`config.mk`:
```
export PLATFORM = sky130hd
export DESIGN_NAME = coco_alu_arbiter_flat
export DESIGN_NICKNAME = d
export VERILOG_FILES = /design/src/rtl/coco_alu_arbiter_if.sv /design/src/rtl/coco_alu_arbiter.sv /design/src/flat_wrapper.sv
export SDC_FILE = /design/constraint.sdc
export NUM_CORES = 1
export LEC_CHECK = 0
export ABC_AREA = 1
export CELL_PAD_IN_SITES_DETAIL_PLACEMENT = 1
export CELL_PAD_IN_SITES_GLOBAL_PLACEMENT = 1
export CORE_MARGIN = 10
export CORE_UTILIZATION = 28
export CTS_BUF_LIST = sky130_fd_sc_hd__clkbuf_8
export DETAILED_ROUTE_END_ITERATION = 8
export PLACE_DENSITY_LB_ADDON = 0.1
export SYNTH_ARGS = -nofsm -noshare
export SYNTH_HDL_FRONTEND = slang
export SYNTH_SLANG_ARGS = --single-unit
```
`constraint.sdc`:
```
create_clock -name clk -period 2.6 [get_ports clk]
set_input_delay 0.78 -clock clk [delete_from_list [all_inputs] [get_ports clk]]
set_output_delay 0.78 -clock clk [all_outputs]
set_load 0.005 [all_outputs]
```
`src/rtl/coco_alu_arbiter_if.sv`:
```
// -----------------------------------------------------------------------------
// coco_alu_arbiter_if
// Bundles every bus of the two-port ALU arbiter:
//   - requester ports 0/1 : reqN_valid/a/b/ctrl in, reqN_ready out
//   - response ports 0/1  : rspN_valid out, rspN_ready in, shared rsp_c/ovf/cmp
//   - shared ALU          : alu_a/alu_b/alu_ctrl out, alu_c/alu_ovf/alu_cmp in
//   - busy                : arbiter status
// Modports:
//   slave  : the arbiter's view
//   master : the requesters' and ALU's view (the environment)
// -----------------------------------------------------------------------------
interface coco_alu_arbiter_if #(
   parameter int DATA_W = 32,
   parameter int CTRL_W = 5
);
   logic              req0_valid, req1_valid;
   logic [DATA_W-1:0] req0_a, req0_b, req1_a, req1_b;
   logic [CTRL_W-1:0] req0_ctrl, req1_ctrl;
   logic              req0_ready, req1_ready;

   logic              rsp0_valid, rsp1_valid;
   logic              rsp0_ready, rsp1_ready;
   logic [DATA_W-1:0] rsp_c;
   logic              rsp_ovf, rsp_cmp;

   logic [DATA_W-1:0] alu_a, alu_b;
   logic [CTRL_W-1:0] alu_ctrl;
   logic [DATA_W-1:0] alu_c;
   logic              alu_ovf, alu_cmp;

   logic              busy;

   modport slave (
      input  req0_valid, req1_valid, req0_a, req0_b, req1_a, req1_b,
             req0_ctrl, req1_ctrl, rsp0_ready, rsp1_ready,
             alu_c, alu_ovf, alu_cmp,
      output req0_ready, req1_ready, rsp0_valid, rsp1_valid,
             rsp_c, rsp_ovf, rsp_cmp, alu_a, alu_b, alu_ctrl, busy
   );

   modport master (
      output req0_valid, req1_valid, req0_a, req0_b, req1_a, req1_b,
             req0_ctrl, req1_ctrl, rsp0_ready, rsp1_ready,
             alu_c, alu_ovf, alu_cmp,
      input  req0_ready, req1_ready, rsp0_valid, rsp1_valid,
             rsp_c, rsp_ovf, rsp_cmp, alu_a, alu_b, alu_ctrl, busy
   );
endinterface

```
`src/rtl/coco_alu_arbiter.sv`:
```
// -----------------------------------------------------------------------------
// coco_alu_arbiter
// Shares one combinational ALU between two requesters. One operation is in
// flight at a time: IDLE (arbitrate + latch operands), EXEC (drive ALU,
// capture result), RESP (hold result until the winner takes it).
// Ports:
//   clk   : single clock, rising edge
//   rst_n : asynchronous active-low reset
//   bus   : coco_alu_arbiter_if.slave (requests, responses, ALU, busy)
// Configuration:
//   COCO_ALU_ARB_RR_EN defined   : round-robin between simultaneous requests
//   COCO_ALU_ARB_RR_EN undefined : fixed priority, port 0 wins
// -----------------------------------------------------------------------------
module coco_alu_arbiter #(
   parameter int DATA_W = 32,
   parameter int CTRL_W = 5
) (
   input logic                   clk,
   input logic                   rst_n,
   coco_alu_arbiter_if.slave     bus
);

   typedef enum logic [1:0] {IDLE, EXEC, RESP} state_t;

   state_t            r_state, w_next;
   logic              w_grant0, w_grant1;
   logic              r_win;            // 0: port 0 owns the operation, 1: port 1
   logic [DATA_W-1:0] r_a, r_b, r_c;
   logic [CTRL_W-1:0] r_ctrl;
   logic              r_ovf, r_cmp;

`ifdef COCO_ALU_ARB_RR_EN
   logic r_ptr;                         // 0 favours port 0, 1 favours port 1

   always_comb begin
      w_grant0 = bus.req0_valid & (~bus.req1_valid | ~r_ptr);
      w_grant1 = bus.req1_valid & (~bus.req0_valid |  r_ptr);
   end

   // After any grant the pointer favours the port that just lost or was idle.
   always_ff @(posedge clk or negedge rst_n) begin
      if (!rst_n)
         r_ptr <= 1'b0;
      else if (r_state == IDLE && (w_grant0 | w_grant1))
         r_ptr <= w_grant0;
   end
`else
   assign w_grant0 = bus.req0_valid;
   assign w_grant1 = bus.req1_valid & ~bus.req0_valid;
`endif

   // NOTE: sequential state uses non-blocking assignments so every register
   // samples pre-edge values regardless of process ordering.
   always_ff @(posedge clk or negedge rst_n) begin
      if (!rst_n)
         r_state <= IDLE;
      else
         r_state <= w_next;
   end

   // NOTE: every output of this block gets a default first; a path that
   // leaves one unassigned would infer a latch.
   always_comb begin
      w_next         = r_state;
      bus.req0_ready = 1'b0;
      bus.req1_ready = 1'b0;
      bus.rsp0_valid = 1'b0;
      bus.rsp1_valid = 1'b0;
      bus.busy       = 1'b0;
      bus.alu_a      = '0;
      bus.alu_b      = '0;
      bus.alu_ctrl   = '0;
      case (r_state)
         IDLE: begin
            // Accept is combinational so a withdrawn request never sees ready;
            // gated by rst_n so reset holds both ready lines low.
            bus.req0_ready = w_grant0 & rst_n;
            bus.req1_ready = w_grant1 & rst_n;
            if (w_grant0 | w_grant1)
               w_next = EXEC;
         end
         EXEC: begin
            bus.busy     = 1'b1;
            bus.alu_a    = r_a;
            bus.alu_b    = r_b;
            bus.alu_ctrl = r_ctrl;
            w_next       = RESP;
         end
         RESP: begin
            bus.busy       = 1'b1;
            bus.alu_a      = r_a;
            bus.alu_b      = r_b;
            bus.alu_ctrl   = r_ctrl;
            bus.rsp0_valid = ~r_win;
            bus.rsp1_valid =  r_win;
            // Only the owner's ready counts; the other port's ready is ignored.
            if (r_win ? bus.rsp1_ready : bus.rsp0_ready)
               w_next = IDLE;
         end
         default: w_next = IDLE;
      endcase
   end

   // NOTE: operand and result registers are reset so an abandoned operation
   // leaves nothing visible on rsp_c/flags or the ALU bus.
   always_ff @(posedge clk or negedge rst_n) begin
      if (!rst_n) begin
         r_win  <= 1'b0;
         r_a    <= '0;
         r_b    <= '0;
         r_ctrl <= '0;
         r_c    <= '0;
         r_ovf  <= 1'b0;
         r_cmp  <= 1'b0;
      end else begin
         case (r_state)
            IDLE: begin
               if (w_grant0 | w_grant1) begin
                  r_win  <= w_grant1;
                  r_a    <= w_grant1 ? bus.req1_a    : bus.req0_a;
                  r_b    <= w_grant1 ? bus.req1_b    : bus.req0_b;
                  r_ctrl <= w_grant1 ? bus.req1_ctrl : bus.req0_ctrl;
               end
            end
            EXEC: begin
               r_c   <= bus.alu_c;
               r_ovf <= bus.alu_ovf;
               r_cmp <= bus.alu_cmp;
            end
            default: ;
         endcase
      end
   end

   assign bus.rsp_c   = r_c;
   assign bus.rsp_ovf = r_ovf;
   assign bus.rsp_cmp = r_cmp;

endmodule

```
`src/flat_wrapper.sv`:
```
// flat-port wrapper written by rule: the top's interface ports become plain ports
module coco_alu_arbiter_flat 
#(
   parameter int DATA_W = 32,
   parameter int CTRL_W = 5
)
  (clk, rst_n, bus_req0_valid, bus_req1_valid, bus_req0_a, bus_req0_b, bus_req1_a, bus_req1_b, bus_req0_ctrl, bus_req1_ctrl, bus_rsp0_ready, bus_rsp1_ready, bus_alu_c, bus_alu_ovf, bus_alu_cmp, bus_req0_ready, bus_req1_ready, bus_rsp0_valid, bus_rsp1_valid, bus_rsp_c, bus_rsp_ovf, bus_rsp_cmp, bus_alu_a, bus_alu_b, bus_alu_ctrl, bus_busy);
  coco_alu_arbiter_if #(.DATA_W(DATA_W), .CTRL_W(CTRL_W)) bus_i ();
  input logic clk;
  input logic rst_n;
  input wire logic [$bits(bus_i.req0_valid)-1:0] bus_req0_valid;
  input wire logic [$bits(bus_i.req1_valid)-1:0] bus_req1_valid;
  input wire logic [$bits(bus_i.req0_a)-1:0] bus_req0_a;
  input wire logic [$bits(bus_i.req0_b)-1:0] bus_req0_b;
  input wire logic [$bits(bus_i.req1_a)-1:0] bus_req1_a;
  input wire logic [$bits(bus_i.req1_b)-1:0] bus_req1_b;
  input wire logic [$bits(bus_i.req0_ctrl)-1:0] bus_req0_ctrl;
  input wire logic [$bits(bus_i.req1_ctrl)-1:0] bus_req1_ctrl;
  input wire logic [$bits(bus_i.rsp0_ready)-1:0] bus_rsp0_ready;
  input wire logic [$bits(bus_i.rsp1_ready)-1:0] bus_rsp1_ready;
  input wire logic [$bits(bus_i.alu_c)-1:0] bus_alu_c;
  input wire logic [$bits(bus_i.alu_ovf)-1:0] bus_alu_ovf;
  input wire logic [$bits(bus_i.alu_cmp)-1:0] bus_alu_cmp;
  output wire logic [$bits(bus_i.req0_ready)-1:0] bus_req0_ready;
  output wire logic [$bits(bus_i.req1_ready)-1:0] bus_req1_ready;
  output wire logic [$bits(bus_i.rsp0_valid)-1:0] bus_rsp0_valid;
  output wire logic [$bits(bus_i.rsp1_valid)-1:0] bus_rsp1_valid;
  output wire logic [$bits(bus_i.rsp_c)-1:0] bus_rsp_c;
  output wire logic [$bits(bus_i.rsp_ovf)-1:0] bus_rsp_ovf;
  output wire logic [$bits(bus_i.rsp_cmp)-1:0] bus_rsp_cmp;
  output wire logic [$bits(bus_i.alu_a)-1:0] bus_alu_a;
  output wire logic [$bits(bus_i.alu_b)-1:0] bus_alu_b;
  output wire logic [$bits(bus_i.alu_ctrl)-1:0] bus_alu_ctrl;
  output wire logic [$bits(bus_i.busy)-1:0] bus_busy;
  assign bus_i.req0_valid = bus_req0_valid;
  assign bus_i.req1_valid = bus_req1_valid;
  assign bus_i.req0_a = bus_req0_a;
  assign bus_i.req0_b = bus_req0_b;
  assign bus_i.req1_a = bus_req1_a;
  assign bus_i.req1_b = bus_req1_b;
  assign bus_i.req0_ctrl = bus_req0_ctrl;
  assign bus_i.req1_ctrl = bus_req1_ctrl;
  assign bus_i.rsp0_ready = bus_rsp0_ready;
  assign bus_i.rsp1_ready = bus_rsp1_ready;
  assign bus_i.alu_c = bus_alu_c;
  assign bus_i.alu_ovf = bus_alu_ovf;
  assign bus_i.alu_cmp = bus_alu_cmp;
  assign bus_req0_ready = bus_i.req0_ready;
  assign bus_req1_ready = bus_i.req1_ready;
  assign bus_rsp0_valid = bus_i.rsp0_valid;
  assign bus_rsp1_valid = bus_i.rsp1_valid;
  assign bus_rsp_c = bus_i.rsp_c;
  assign bus_rsp_ovf = bus_i.rsp_ovf;
  assign bus_rsp_cmp = bus_i.rsp_cmp;
  assign bus_alu_a = bus_i.alu_a;
  assign bus_alu_b = bus_i.alu_b;
  assign bus_alu_ctrl = bus_i.alu_ctrl;
  assign bus_busy = bus_i.busy;
  coco_alu_arbiter #(.DATA_W(DATA_W), .CTRL_W(CTRL_W)) u_core (.clk(clk), .rst_n(rst_n), .bus(bus_i));
endmodule
```
# After elaboration in Yosys (flattened, before gate mapping)
# Cells that the tools add are included.
[word_totals] output_inout_bits=108 ff_bits=106 word_cells=37
[classes] reduce_logical=4 eq_ne=4 mux=15 bitwise=6
[op_table] op="$mux W32" count=4
[op_table] op="$mux W5" count=2
[op_table] op="$mux W1" count=6
[op_table] op="$pmux W2 S3" count=1
[op_table] op="$mux W2" count=2
[op_table] op="$ne A2 B1 Y1 const B" count=2
[op_table] op="$reduce_and A2 Y1" count=2
[op_table] op="$and A1 B1 Y1" count=3
[op_table] op="$eq A2 B1 Y1 const B" count=1
[op_table] op="$eq A2 B2 Y1 const B" count=1
[op_table] op="$logic_not A2 Y1" count=1
[op_table] op="$not A1 Y1" count=2
[op_table] op="$reduce_or A2 Y1" count=1
[op_table] op="$or A1 B1 Y1" count=1

# Longest topological paths before layout
[logic_depth] depth_word=5 mapped_depth=8 depth_no_buf=6

# Worst setup path before layout
# OpenSTA, ideal clock, no wires.
[synth_path] kind="register to output" startpoint="register u_core.r_state[0]" endpoint="output bus_alu_b[25]" required_time_ps=1820 path_buffers=3 path_slack_ps=420 t_arrival_ps=1400 path_stages_with_launch=8 cell_sequence="dfrtp_1 -> inv_1 -> ha_1 -> clkbuf_1 -> buf_2 -> buf_2 -> nand2_1 -> inv_1"
[synth_via] elab_chain_cells=3 word_cells_on_any_way=4 classes_between="eq/ne: 2; mux: 1; reduce/logical: 1"
[synth_lines] item="from (decl)" line_no="coco_alu_arbiter.sv:25" source="state_t r_state, w_next;"
[synth_lines] item="from (signal assigned)" line_no="coco_alu_arbiter.sv:58" source="r_state <= w_next;"
[synth_lines] item="$eq A2 B1 Y1 / $eq A2 B2 Y1 (equally long branches)" line_no="coco_alu_arbiter.sv:73" source="case (r_state)"
[synth_lines] item="$reduce_or A2 Y1 (no line) (*)"
[synth_lines] item="$mux W32 (*)" line_no="coco_alu_arbiter.sv:73"
[synth_lines] item="to (decl)" line_no="flat_wrapper.sv:32" source="output wire logic [$bits(bus_i.alu_b)-1:0] bus_alu_b;"
# Mark *: on every way between the ends. The rest lies on a longest branch, timed or not.

# Final worst setup path
[layout_path] startpoint="register u_core.r_state[0]" endpoint="output bus_alu_b[22]"
# The elaborated chain is that of the path after synthesis.

==> qor_table.md <==
| Metric | Reported | Unit |
|---|---|---|
| Top FF cell, synth | dfrtp_1 | - |
| Number of antenna-violating nets in the routed design | 0 | - |
| Post-DP HPWL | 16.5 | mm |
| Required time worst endpoint | 1820 | ps |
| FILL cells | 2466 | - |
| Time the final worst path needs with I/O delays and setup | 2540 | ps |
| Max IR drop VDD | 542 | uV |
| Crit end category | output port | - |
| Pin count of the biggest net entering global routing | 107 | - |
| H-tree depth | 3 | - |
| Minimum setup slack in the final design | 63.6 | ps |
| Worst flop-to-flop path endpoint | u_core.bus.rsp_c[11] | - |
| Warnings from Yosys | 0 | - |
| Post-synth ARST share | 100 | % |
| Type of the tightest min-delay check | reg -> reg | - |
| Post-DR wirelength/cell | 17.2 | um |
| Clock insertion delay at the later pin of the skew report | 380 | ps |
| Number of rows in the core area | 51 | - |
| Post-Route WL | 22.7 | mm |
| Placement Setup Slack | -158 | ps |
| Count of state elements after synthesis | 106 | - |
| Number of endpoints with negative hold slack in the final report | 0 | - |
| Most used cells in the layout excluding fill and tap cells | 422 x nand2_1, 211 x clkdlybuf4s50_1, 106 x dfrtp_1 | - |
| Post-synth EDFFs | 0 | - |
| Final weighted congestion of routability-driven global placement | 0.768 | - |
| Total placed cells including tap cells | 1291 | - |
| Number of top-level design ports | 286 | - |
| Startpoint of the most critical register-to-register path | u_core.r_state[0] | - |
| Final standard cell count with taps included and fillers excluded | 1320 | - |
| Area growth, synth to finish | 58.4 | % |
| Area of the multi-input gates | 0.00244 | mm^2 |
| Width of the die | 162 | um |
| Total routing resource utilization after global routing | 17.0 | % |
| Stage delay of the slowest cell on the critical path | 370 | ps |
| Power density of the placed cells | 1010 | mW/mm^2 |
| Die Outline Area | 0.0262 | mm^2 |
| 1st-iter DRT viols | 201 | - |
| Achievable Freq | 394 | MHz |
| Post-CTS clock slew at the launch and capture registers of the worst setup and hold paths | 100 | ps |
| Skew final | 15.9 | ps |
| Final Max Slew Viols | 0 | - |
| Fraction of layout cells with a size suffix above 1 | 12.4 | % |
| First-pass GRT wire length | 35.5 | mm |
| Unrepaired setup endpoints after global routing | true | - |
| Post-Synthesis Cells | 774 | - |
| Area of placed instances | 0.00875 | mm^2 |
| Clock root cell | clkbuf_8 | - |
| FF+latch area | 0.00265 | mm^2 |
| Number of global-route vias before repair | 6056 | - |
| Clock sink total | 106 | - |
| Hold buffer count at CTS | 0 | - |
| Number of antenna violations at the first check in global routing | 1 | - |
| Cell variety after synth | 14 | - |
| Depth of the worst hold-timing path | 2 | - |
| Hold EP | u_core.r_b[9] | - |
| Number of search-and-repair iterations in the first detailed-routing pass | 4 | - |
| # DRC | 0 | - |
| Number of nets in the final layout | 1231 | - |
| Die Height | 162 | um |
| Via Count | 5778 | - |
| Worst reg2reg setup slack | 960 | ps |
| Data arrival time of the critical path | 1760 | ps |
| CTS Buf Count | 9 | - |
| Seq/Total Area, Yosys | 47.1 | % |
| Hold Crit Start | u_core.r_b[9] | - |
| Most common library cell in the layout ignoring fill and taps | nand2_1 | - |
| Total of max-cap violations | 0 | - |
| Period utilisation layout | 97.6 | % |
| Post-Synthesis Mean Instance Area | 7.27 | um^2 |
| Maximum clock path buffer count | 2 | - |
| Final std cell area, no fill | 0.00892 | mm^2 |
| Starting Density | 28.7 | % |
| Total overflow reported by the global router | 0 | - |
| Category of the worst setup path launch point | flip-flop | - |
| Vias per Instance | 4.38 | - |
| Port Buffer Count | 285 | - |
| Setup-failing EPs final | 0 | - |
| Area of the core | 0.0196 | mm^2 |
| Static leakage | 4.94 | nW |
| Net count after synthesis | 956 | - |
| Cell area after synthesis | 0.00563 | mm^2 |
| Worst Path Max Fanout | 19 | - |
| Type of the worst setup path | reg -> out | - |
| Result of the run | finished, final reports clean | - |
| Minimum hold slack | 487 | ps |
| Worst Reg2Reg Path Length in Cells | 5 | - |
| CP max-delay cell | dfrtp_1 | - |
| Chain of cells forming the critical path | inv_2, ha_4, buf_4, buf_12, nand2_1, inv_1, clkdlybuf4s15_1 | - |
| Sum Neg Setup Slack | 0 | ps |
| Transition time at the pin with the least slew margin | 601 | ps |
| Max-slew headroom | 59.9 | % |
| CTS tree | done | - |
## registers in the layout, summed over array words and instances, names as in the netlist
register / count
u_core.bus.rsp_c: 32
u_core.r_a: 32
u_core.r_b: 32
u_core.r_ctrl: 5
u_core.r_state: 2
u_core.bus.rsp_cmp: 1
u_core.bus.rsp_ovf: 1
u_core.r_win: 1
## layer usage
layer  share of wire (%)  track usage (%)  vias to the layer above
met4                0.91             3.35                        0
met3                 7.6             5.71                       11
met5                   0                0                        -
met1                  44             20.9                     2730
li1                    -                -                     2866
met2                  47             28.3                      171
## layout make-up
type	instances	area share (%)
Antenna cell	1	0.0281
Clock inverter	6	0.814
Timing Repair Buffer	312	33.5
Inverter	78	3.28
Clock buffer	10	1.54
Sequential cell	106	29.7
Multi-Input combinational cell	542	27.4
Tap cell	265	3.72
## repair_timing
| action | 4_1_cts | 5_1_grt |
|---|---|---|
| pin swaps | 1 | 1 |
| resized for setup | 133 | 56 |
| endpoints found under the setup margin | 72 | 34 |
| setup buffers | 11 | 1 |
| gates cloned | 2 | 0 |
## worst max path at each step
stage	to	cells past startpoint	start	slack (ps)
4_1_cts	bus_alu_a[9]	8	u_core.r_state[1]	-50
3_5_place_dp	bus_req1_ready	5	bus_req0_valid	-160
5_1_grt	bus_alu_b[22]	7	u_core.r_state[1]	-50
6_report	bus_alu_b[22]	7	u_core.r_state[0]	60
2_1_floorplan	bus_alu_b[25]	7	u_core.r_state[0]	420
3_3_place_gp	bus_req1_ready	5	bus_req0_valid	-140
## per-stage QoR
stage / util (%) / power (W)
after floorplan: - / 0.00510
after global placement: 44.7 / 0.00798
after detailed placement: 44.7 / 0.00810
after CTS: 46.4 / 0.00946
after global routing: 45.5 / 0.00990
final: 45.5 / 0.00904
## synthesized netlist by cell type (2+ instances only)
master	instances	area [um^2]
inv_2	3	11.3
nand2_1	423	1590
nor2_1	3	11.3
clkbuf_1	6	22.5
dfrtp_1	106	2650
mux2_2	34	383
nand3_1	74	370
ha_1	4	50.1
inv_1	75	282
buf_4	2	15.0
nand2_2	3	18.8
buf_2	37	185
buf_6	3	33.8
## kinds of logic (layout without fill, tap and decap cells)
kind of cell	after synthesis	after routing	synth area share [%]
muxes	34	34	6.80
other	0	1	0
AOI/OAI and AO/OA	1	1	0.0888
buffers and inverters	126	406	9.76
adders and majority gates	4	4	0.889
and+or+nand+nor	503	503	35.3
DFF	106	106	47.1
## worst max-delay path: cells and delay by family (launching register included)
| family | cells | cell delay [ps] |
|---|---|---|
| buf+inv | 5 | 640 |
| flops | 1 | 370 |
| fa+ha+maj | 1 | 310 |
| simple gates | 1 | 60 |
## power breakdown
group	total, W	leakage, nW	switching (W)	internal, W
Clock	0.00112	0.109	0.000633	0.000486
Combinational	0.00506	3.54	0.00247	0.00259
Sequential	0.00286	1.29	0.000404	0.00245
Total	0.00904	4.94	0.00351	0.00553
Power figures use the tool's default switching activity.
